### src/rtl/pipe_hazard_ctrl_if.sv
// Bundle between the ID stage and the hazard controller.
//   master (ID stage side): drives instr_in, instr_valid, br_resolve;
//                           reads if_hold, id_bubble, issue, state, stall_cnt.
//   slave  (controller):    the opposite directions.
interface pipe_hazard_ctrl_if #(
  parameter int STAT_W = 16
);
  logic [31:0]       instr_in;
  logic              instr_valid;
  logic              br_resolve;
  logic              if_hold;
  logic              id_bubble;
  logic              issue;
  logic [1:0]        state;
  logic [STAT_W-1:0] stall_cnt;

  modport master (
    output instr_in, instr_valid, br_resolve,
    input  if_hold, id_bubble, issue, state, stall_cnt
  );

  modport slave (
    input  instr_in, instr_valid, br_resolve,
    output if_hold, id_bubble, issue, state, stall_cnt
  );
endinterface

### src/rtl/pipe_hazard_ctrl.sv
// Interlock and branch-wait controller beside the ID stage of an in-order
// IF/ID/EX/MEM/WB pipeline without forwarding.
//   clk, rst_n   : pipeline clock, asynchronous active-low reset
//   bus (slave)  : instr_in/instr_valid/br_resolve in;
//                  if_hold/id_bubble/issue/state/stall_cnt out
// A per-register countdown scoreboard tracks writebacks still in flight;
// IF/ID is held while a source is pending, and from a BEQ/JUMP issue until
// EX pulses br_resolve. Every held cycle injects a bubble into ID->EX.
// WB_LAT must fit in CNT_W bits (WB_LAT <= 2**CNT_W - 1).
module pipe_hazard_ctrl #(
  parameter int         WB_LAT  = 3,
  parameter int         CNT_W   = 2,
  parameter int         STAT_W  = 16,
  parameter logic [5:0] OP_LDW  = 6'h23,
  parameter logic [5:0] OP_SDW  = 6'h2B,
  parameter logic [5:0] OP_BEQ  = 6'h04,
  parameter logic [5:0] OP_JUMP = 6'h02
) (
  input  logic                clk,
  input  logic                rst_n,
  pipe_hazard_ctrl_if.slave   bus
);

  typedef enum logic [1:0] {RUN = 2'd0, HAZ = 2'd1, BRW = 2'd2} state_e;

  localparam logic [CNT_W-1:0] LAT = CNT_W'(WB_LAT);

  state_e            state_q, state_d;
  logic [STAT_W-1:0] stall_q, stall_d;

  // decode
  logic [5:0] opc;
  logic [4:0] fa, fb, fc;
  logic [4:0] src1, src2, dest;
  logic       is_jump, is_br, src2_a, no_dest;

  assign opc     = bus.instr_in[31:26];
  assign fa      = bus.instr_in[25:21];
  assign fb      = bus.instr_in[20:16];
  assign fc      = bus.instr_in[15:11];
  assign is_jump = (opc == OP_JUMP);
  assign is_br   = (opc == OP_BEQ) | is_jump;
  assign src2_a  = (opc == OP_SDW) | (opc == OP_BEQ) | (opc == OP_LDW);
  assign no_dest = (opc == OP_SDW) | (opc == OP_BEQ) | is_jump;
  // JUMP reads nothing: steer both sources to r0, which is never pending
  assign src1    = is_jump ? 5'd0 : fb;
  assign src2    = is_jump ? 5'd0 : (src2_a ? fa : fc);
  assign dest    = no_dest ? 5'd0 : fa;

  // scoreboard: pend[r] set while r's writeback is not yet readable in ID
  logic [31:0] pend;
  logic        hazard, issue_w, hold_w;

  assign pend[0] = 1'b0;
  assign hazard  = bus.instr_valid & (pend[src1] | pend[src2]);
  // rst_n gating keeps the outputs at their idle values while reset is held
  assign issue_w = rst_n & bus.instr_valid & ~hazard & (state_q != BRW);
  assign hold_w  = rst_n & ((bus.instr_valid & hazard) | (state_q == BRW));

  for (genvar i = 1; i < 32; i++) begin : g_sb
    logic [CNT_W-1:0] c_q, c_d;
    logic             wr;

    assign wr      = issue_w & (dest == 5'(i));
    assign pend[i] = |c_q;

    // a fresh issue to this register reloads over the running decrement
    always_comb begin
      c_d = c_q;
      if (wr)          c_d = LAT;
      else if (|c_q)   c_d = c_q - 1'b1;
    end

    always_ff @(posedge clk or negedge rst_n) begin
      if (!rst_n) c_q <= '0;
      else        c_q <= c_d;
    end
  end

  // FSM
  always_comb begin
    state_d = state_q;
    case (state_q)
      RUN, HAZ: begin
        if (issue_w & is_br) state_d = BRW;
        else if (hazard)     state_d = HAZ;
        else                 state_d = RUN;
      end
      BRW:     if (bus.br_resolve) state_d = RUN;
      default: state_d = RUN;
    endcase
  end

  // stall statistics, saturating
  always_comb begin
    stall_d = stall_q;
    if (hold_w && (stall_q != '1)) stall_d = stall_q + 1'b1;
  end

  always_ff @(posedge clk or negedge rst_n) begin
    if (!rst_n) begin
      state_q <= RUN;
      stall_q <= '0;
    end else begin
      state_q <= state_d;
      stall_q <= stall_d;
    end
  end

  assign bus.issue     = issue_w;
  assign bus.if_hold   = hold_w;
  assign bus.id_bubble = ~issue_w;
  assign bus.state     = state_q;
  assign bus.stall_cnt = stall_q;

endmodule

### src/flat_wrapper.sv
// flat-port wrapper written by rule: the top's interface ports become plain ports
module pipe_hazard_ctrl_flat 
#(
  parameter int         WB_LAT  = 3,
  parameter int         CNT_W   = 2,
  parameter int         STAT_W  = 16,
  parameter logic [5:0] OP_LDW  = 6'h23,
  parameter logic [5:0] OP_SDW  = 6'h2B,
  parameter logic [5:0] OP_BEQ  = 6'h04,
  parameter logic [5:0] OP_JUMP = 6'h02
)
  (clk, rst_n, bus_instr_in, bus_instr_valid, bus_br_resolve, bus_if_hold, bus_id_bubble, bus_issue, bus_state, bus_stall_cnt);
  pipe_hazard_ctrl_if #(.STAT_W(STAT_W)) bus_i ();
  input  logic clk;
  input  logic rst_n;
  input wire logic [$bits(bus_i.instr_in)-1:0] bus_instr_in;
  input wire logic [$bits(bus_i.instr_valid)-1:0] bus_instr_valid;
  input wire logic [$bits(bus_i.br_resolve)-1:0] bus_br_resolve;
  output wire logic [$bits(bus_i.if_hold)-1:0] bus_if_hold;
  output wire logic [$bits(bus_i.id_bubble)-1:0] bus_id_bubble;
  output wire logic [$bits(bus_i.issue)-1:0] bus_issue;
  output wire logic [$bits(bus_i.state)-1:0] bus_state;
  output wire logic [$bits(bus_i.stall_cnt)-1:0] bus_stall_cnt;
  assign bus_i.instr_in = bus_instr_in;
  assign bus_i.instr_valid = bus_instr_valid;
  assign bus_i.br_resolve = bus_br_resolve;
  assign bus_if_hold = bus_i.if_hold;
  assign bus_id_bubble = bus_i.id_bubble;
  assign bus_issue = bus_i.issue;
  assign bus_state = bus_i.state;
  assign bus_stall_cnt = bus_i.stall_cnt;
  pipe_hazard_ctrl #(.WB_LAT(WB_LAT), .CNT_W(CNT_W), .STAT_W(STAT_W), .OP_LDW(OP_LDW), .OP_SDW(OP_SDW), .OP_BEQ(OP_BEQ), .OP_JUMP(OP_JUMP)) u_core (.clk(clk), .rst_n(rst_n), .bus(bus_i));
endmodule
### config.mk
export PLATFORM = sky130hd
export DESIGN_NAME = pipe_hazard_ctrl_flat
export DESIGN_NICKNAME = d
export VERILOG_FILES = /design/src/rtl/pipe_hazard_ctrl_if.sv /design/src/rtl/pipe_hazard_ctrl.sv /design/src/flat_wrapper.sv
export SDC_FILE = /design/constraint.sdc
export NUM_CORES = 1
export LEC_CHECK = 0
export CORE_MARGIN = 4
export CORE_UTILIZATION = 52
export CTS_CLUSTER_SIZE = 16
export DETAILED_ROUTE_END_ITERATION = 10
export GPL_ROUTABILITY_DRIVEN = 0
export PLACE_DENSITY = 0.89
export RECOVER_POWER = 100
export SYNTH_ARGS = -nofsm -noshare
export SYNTH_HDL_FRONTEND = slang
export SYNTH_SLANG_ARGS = --single-unit
### constraint.sdc
create_clock -name clk -period 5.8 [get_ports clk]
set_clock_uncertainty 0.15 [all_clocks]
set_input_delay 1.74 -clock clk [delete_from_list [all_inputs] [get_ports clk]]
set_output_delay 1.74 -clock clk [all_outputs]
set_load 0.01 [all_outputs]
==> results.ini <==
[die]
num_rows = 35
ios = 57
die-area_sq_mm = 0.01136
die_w_um = 106.6
initial_utilization_pct = 54.16
core_area_sq_mm = 0.009328
die_y_um = 106.6

[sta]
min_period_ns = 6.280
tightest_slew_ns = 2.371
setup_slack_ns = -0.4802
hold_violations = 0
finalSetupViolCount = 3
fin_crit_sh_pct = 108.3
relSlewSlack_pct = -58.09
finalMaxSlewViolations = 82
setup_tns_ns = -1.277
rsz0062_at_grt = yes
fmax_mhz = 159.2

[logic_synthesis]
ys_types = 57
yosysWarnings = 0
yosysSeqAreaShare_pct = 39.62
ys_async_sr_fraction_pct = 100.0
synthFlopType = dfrtp_1
syn_inst = 539
synth_edf_count = 0
synth_area_per_cell_sq_um = 9.374
synth_area_sq_mm = 0.005052
syn_nets = 607
ys_ff_latch = 80

[route]
drtAntennaViolNets = 0
route.detailed.drc = 0
firstDrtPassIters = 6
via_count = 4915
wl_mm = 16.80
vias_per_cell = 6.383
routedWlPerCell_um = 21.82
drt_iter0_markers = 528

[power_and_ir_drop]
total_leakage_power_uw = 0.002998
powerDensity_mw_per_mm2 = 489.9
ir_worst_vdd_v = 0.0003307

[final_layout]
nets = 703
multiInputGateArea_sq_mm = 0.002908
layout-drive-gt1-share_pct = 21.56
seqCellArea_sq_mm = 0.002002
fillers = 598
design_area_sq_mm = 0.006454
post-route-util_pct = 69.19
synthToLayoutAreaGrowth_pct = 27.74

[min_path]
min_path_type = flip-flop to flip-flop
hold_path.startpoint = u_core.bus.stall_cnt[9]
holdPathStages = 1

[grt]
track_usage_pct = 26.81
grt_pass1_vias = 5044
grt_start_max_net_pins = 45
grt_pass1_wl_mm = 24.06
antenna_found_initial = 0
overflow = 0

[critical_path]
critPathArrivalTime_ns = 4.39
crit_fanout = 3
r2r_slack_ns = 2.12
cp-start-kind = input port
crit_path_start = bus_instr_in[18]
path_class = input port to primary output
r2r_cells = 12
worstSetupEndpointType = primary output
cp.required_ns = 3.91
rr_startpoint = u_core.g_sb[27].c_q[0]

[clocking]
htreeDepth = 3
path_clk_slew_ns = 0.10
clock-root-buffer = clkbuf_8
numCtsBuffers = 9
tritoncts = built
cts.sink_count = 80
clock_latency_ns = 0.37
clockBufferDepth = 2

[placed_design]
post-dp-hpwl_mm = 9.334
place_ws_ns = -1.164
placed_area_sq_mm = 0.005894
numPortBuffers = 45

[run]
maxCapViolCount = 2

[outcome]
violations = capacitance limit, slew limit, setup timing
status = finished with violations

==> where the power goes <==
| group | internal, uW | switching [uW] | leakage (uW) | total [uW] |
|---|---|---|---|---|
| clock | 249 | 238 | 0.000116 | 487 |
| sequential | 828 | 183 | 0.000973 | 1010 |
| combinational | 696 | 967 | 0.00191 | 1660 |
==> registers in the layout (all words and copies together), names as in the netlist <==
| signal | count |
|---|---|
| u_core.bus.stall_cnt | 16 |
| u_core.g_sb.c_q | 62 |
| u_core.bus.state | 2 |
==> what timing repair did <==
item,in CTS,in global routing
setup buffers,10,4
pin swaps,15,15
setup endpoints to repair,3,3
resized for setup,67,33
hold endpoints to repair,0,0
hold buffers,0,0
==> metal layers <==
metal | vias up | GRT usage [%] | part of all wire (%)
li1 | 2049 | - | -
met1 | 2359 | 29.58 | 36
met2 | 373 | 45.50 | 48
met3 | 134 | 6.743 | 8.6
met4 | 0 | 17.99 | 7.8
met5 | - | 0 | 0
==> path summary, 6_finish.rpt <==
check                                                end
worst min register to register   u_core.bus.stall_cnt[9]
worst max register to register  u_core.bus.stall_cnt[10]
worst min-delay path             u_core.bus.stall_cnt[9]
max in group asynchronous         u_core.g_sb[12].c_q[0]
worst max-delay path                         bus_if_hold
min in group asynchronous        u_core.bus.stall_cnt[2]
==> cell type report <==
| type | count | share of cell area [%] |
|---|---|---|
| timing repair buffer | 102 | 14.04 |
| inverter | 66 | 3.839 |
| antenna | 1 | 0.03877 |
| multi-input combinational | 376 | 45.06 |
| tap | 129 | 2.501 |
| clock inverter | 7 | 1.590 |
| clock buffer | 9 | 1.919 |
| sequential | 80 | 31.02 |
==> kinds of logic (layout without fill, tap and decap cells) <==
| family | count (synthesis) | in the layout | synth area share, % |
|---|---|---|---|
| xor+xnor | 46 | 46 | 7.974 |
| simple gates | 144 | 144 | 15.11 |
| mux | 28 | 28 | 6.810 |
| fa+ha+maj | 32 | 32 | 7.925 |
| other cells | 0 | 1 | 0 |
| flops | 80 | 80 | 39.62 |
| compound gates | 126 | 126 | 15.18 |
| buf+inv | 83 | 184 | 7.380 |
==> worst max-delay path: stages <==
cell and delay, ns:
clkdlybuf4s50_1 0.64, buf_4 0.21, mux4_2 0.55, mux2_2 0.29
a211oi_1 0.35, a311o_2 0.26, a31oi_4 0.12, nand2_2 0.12
buf_6 0.11
==> Yosys cell counts, types with 13 or more instances <==
master    n  area share [%]
dfrtp_1  80              40
inv_1    66             4.9
o21ai_1  41             4.1
nand2_1  38             2.8
nor2_1   37             2.7
ha_1     32             7.9
xor2_1   32             5.5
a21oi_1  31             3.1
o21ai_0  23             2.3
nand3_1  17             1.7
xnor2_1  14             2.4
mux2i_1  13             2.6
==> cells in the final DEF (no fill, tap or decap), types with 3 or more instances in the layout <==
master and instances:
mux4_2 4, nor3_4 3, clkbuf_8 9, o21ai_2 4, clkbuf_1 3, buf_2 3, nor2b_1 8, and2_1 3
mux2i_1 8, mux2i_4 4, ha_1 32, o221ai_1 4, nand4_1 5, nand2b_1 3, clkdlybuf4s50_1 17, and3_1 5
mux2_2 8, xor2_1 32, nand3b_1 4, nand2_1 35, nor3_1 5, nand3_1 15, a21oi_1 31, o21ai_1 40
dlygate4sd3_1 18, dfrtp_1 80, o21ai_0 19, buf_6 17, buf_4 43, nor2_1 36, inv_1 65, xnor2_1 14
==> per-stage QoR <==
step | instances | hold slack [ns] | power [uW]
2_1_floorplan | 539 | 0.3059 | 2026
3_3_place_gp | 740 | 0.3177 | 2274
3_5_place_dp | 740 | 0.3319 | 2438
4_1_cts | 766 | 0.3490 | 2947
5_1_grt | 769 | 0.3634 | 3400
6_report | 770 | 0.3464 | 3162
(Power assumes the default switching activity.)
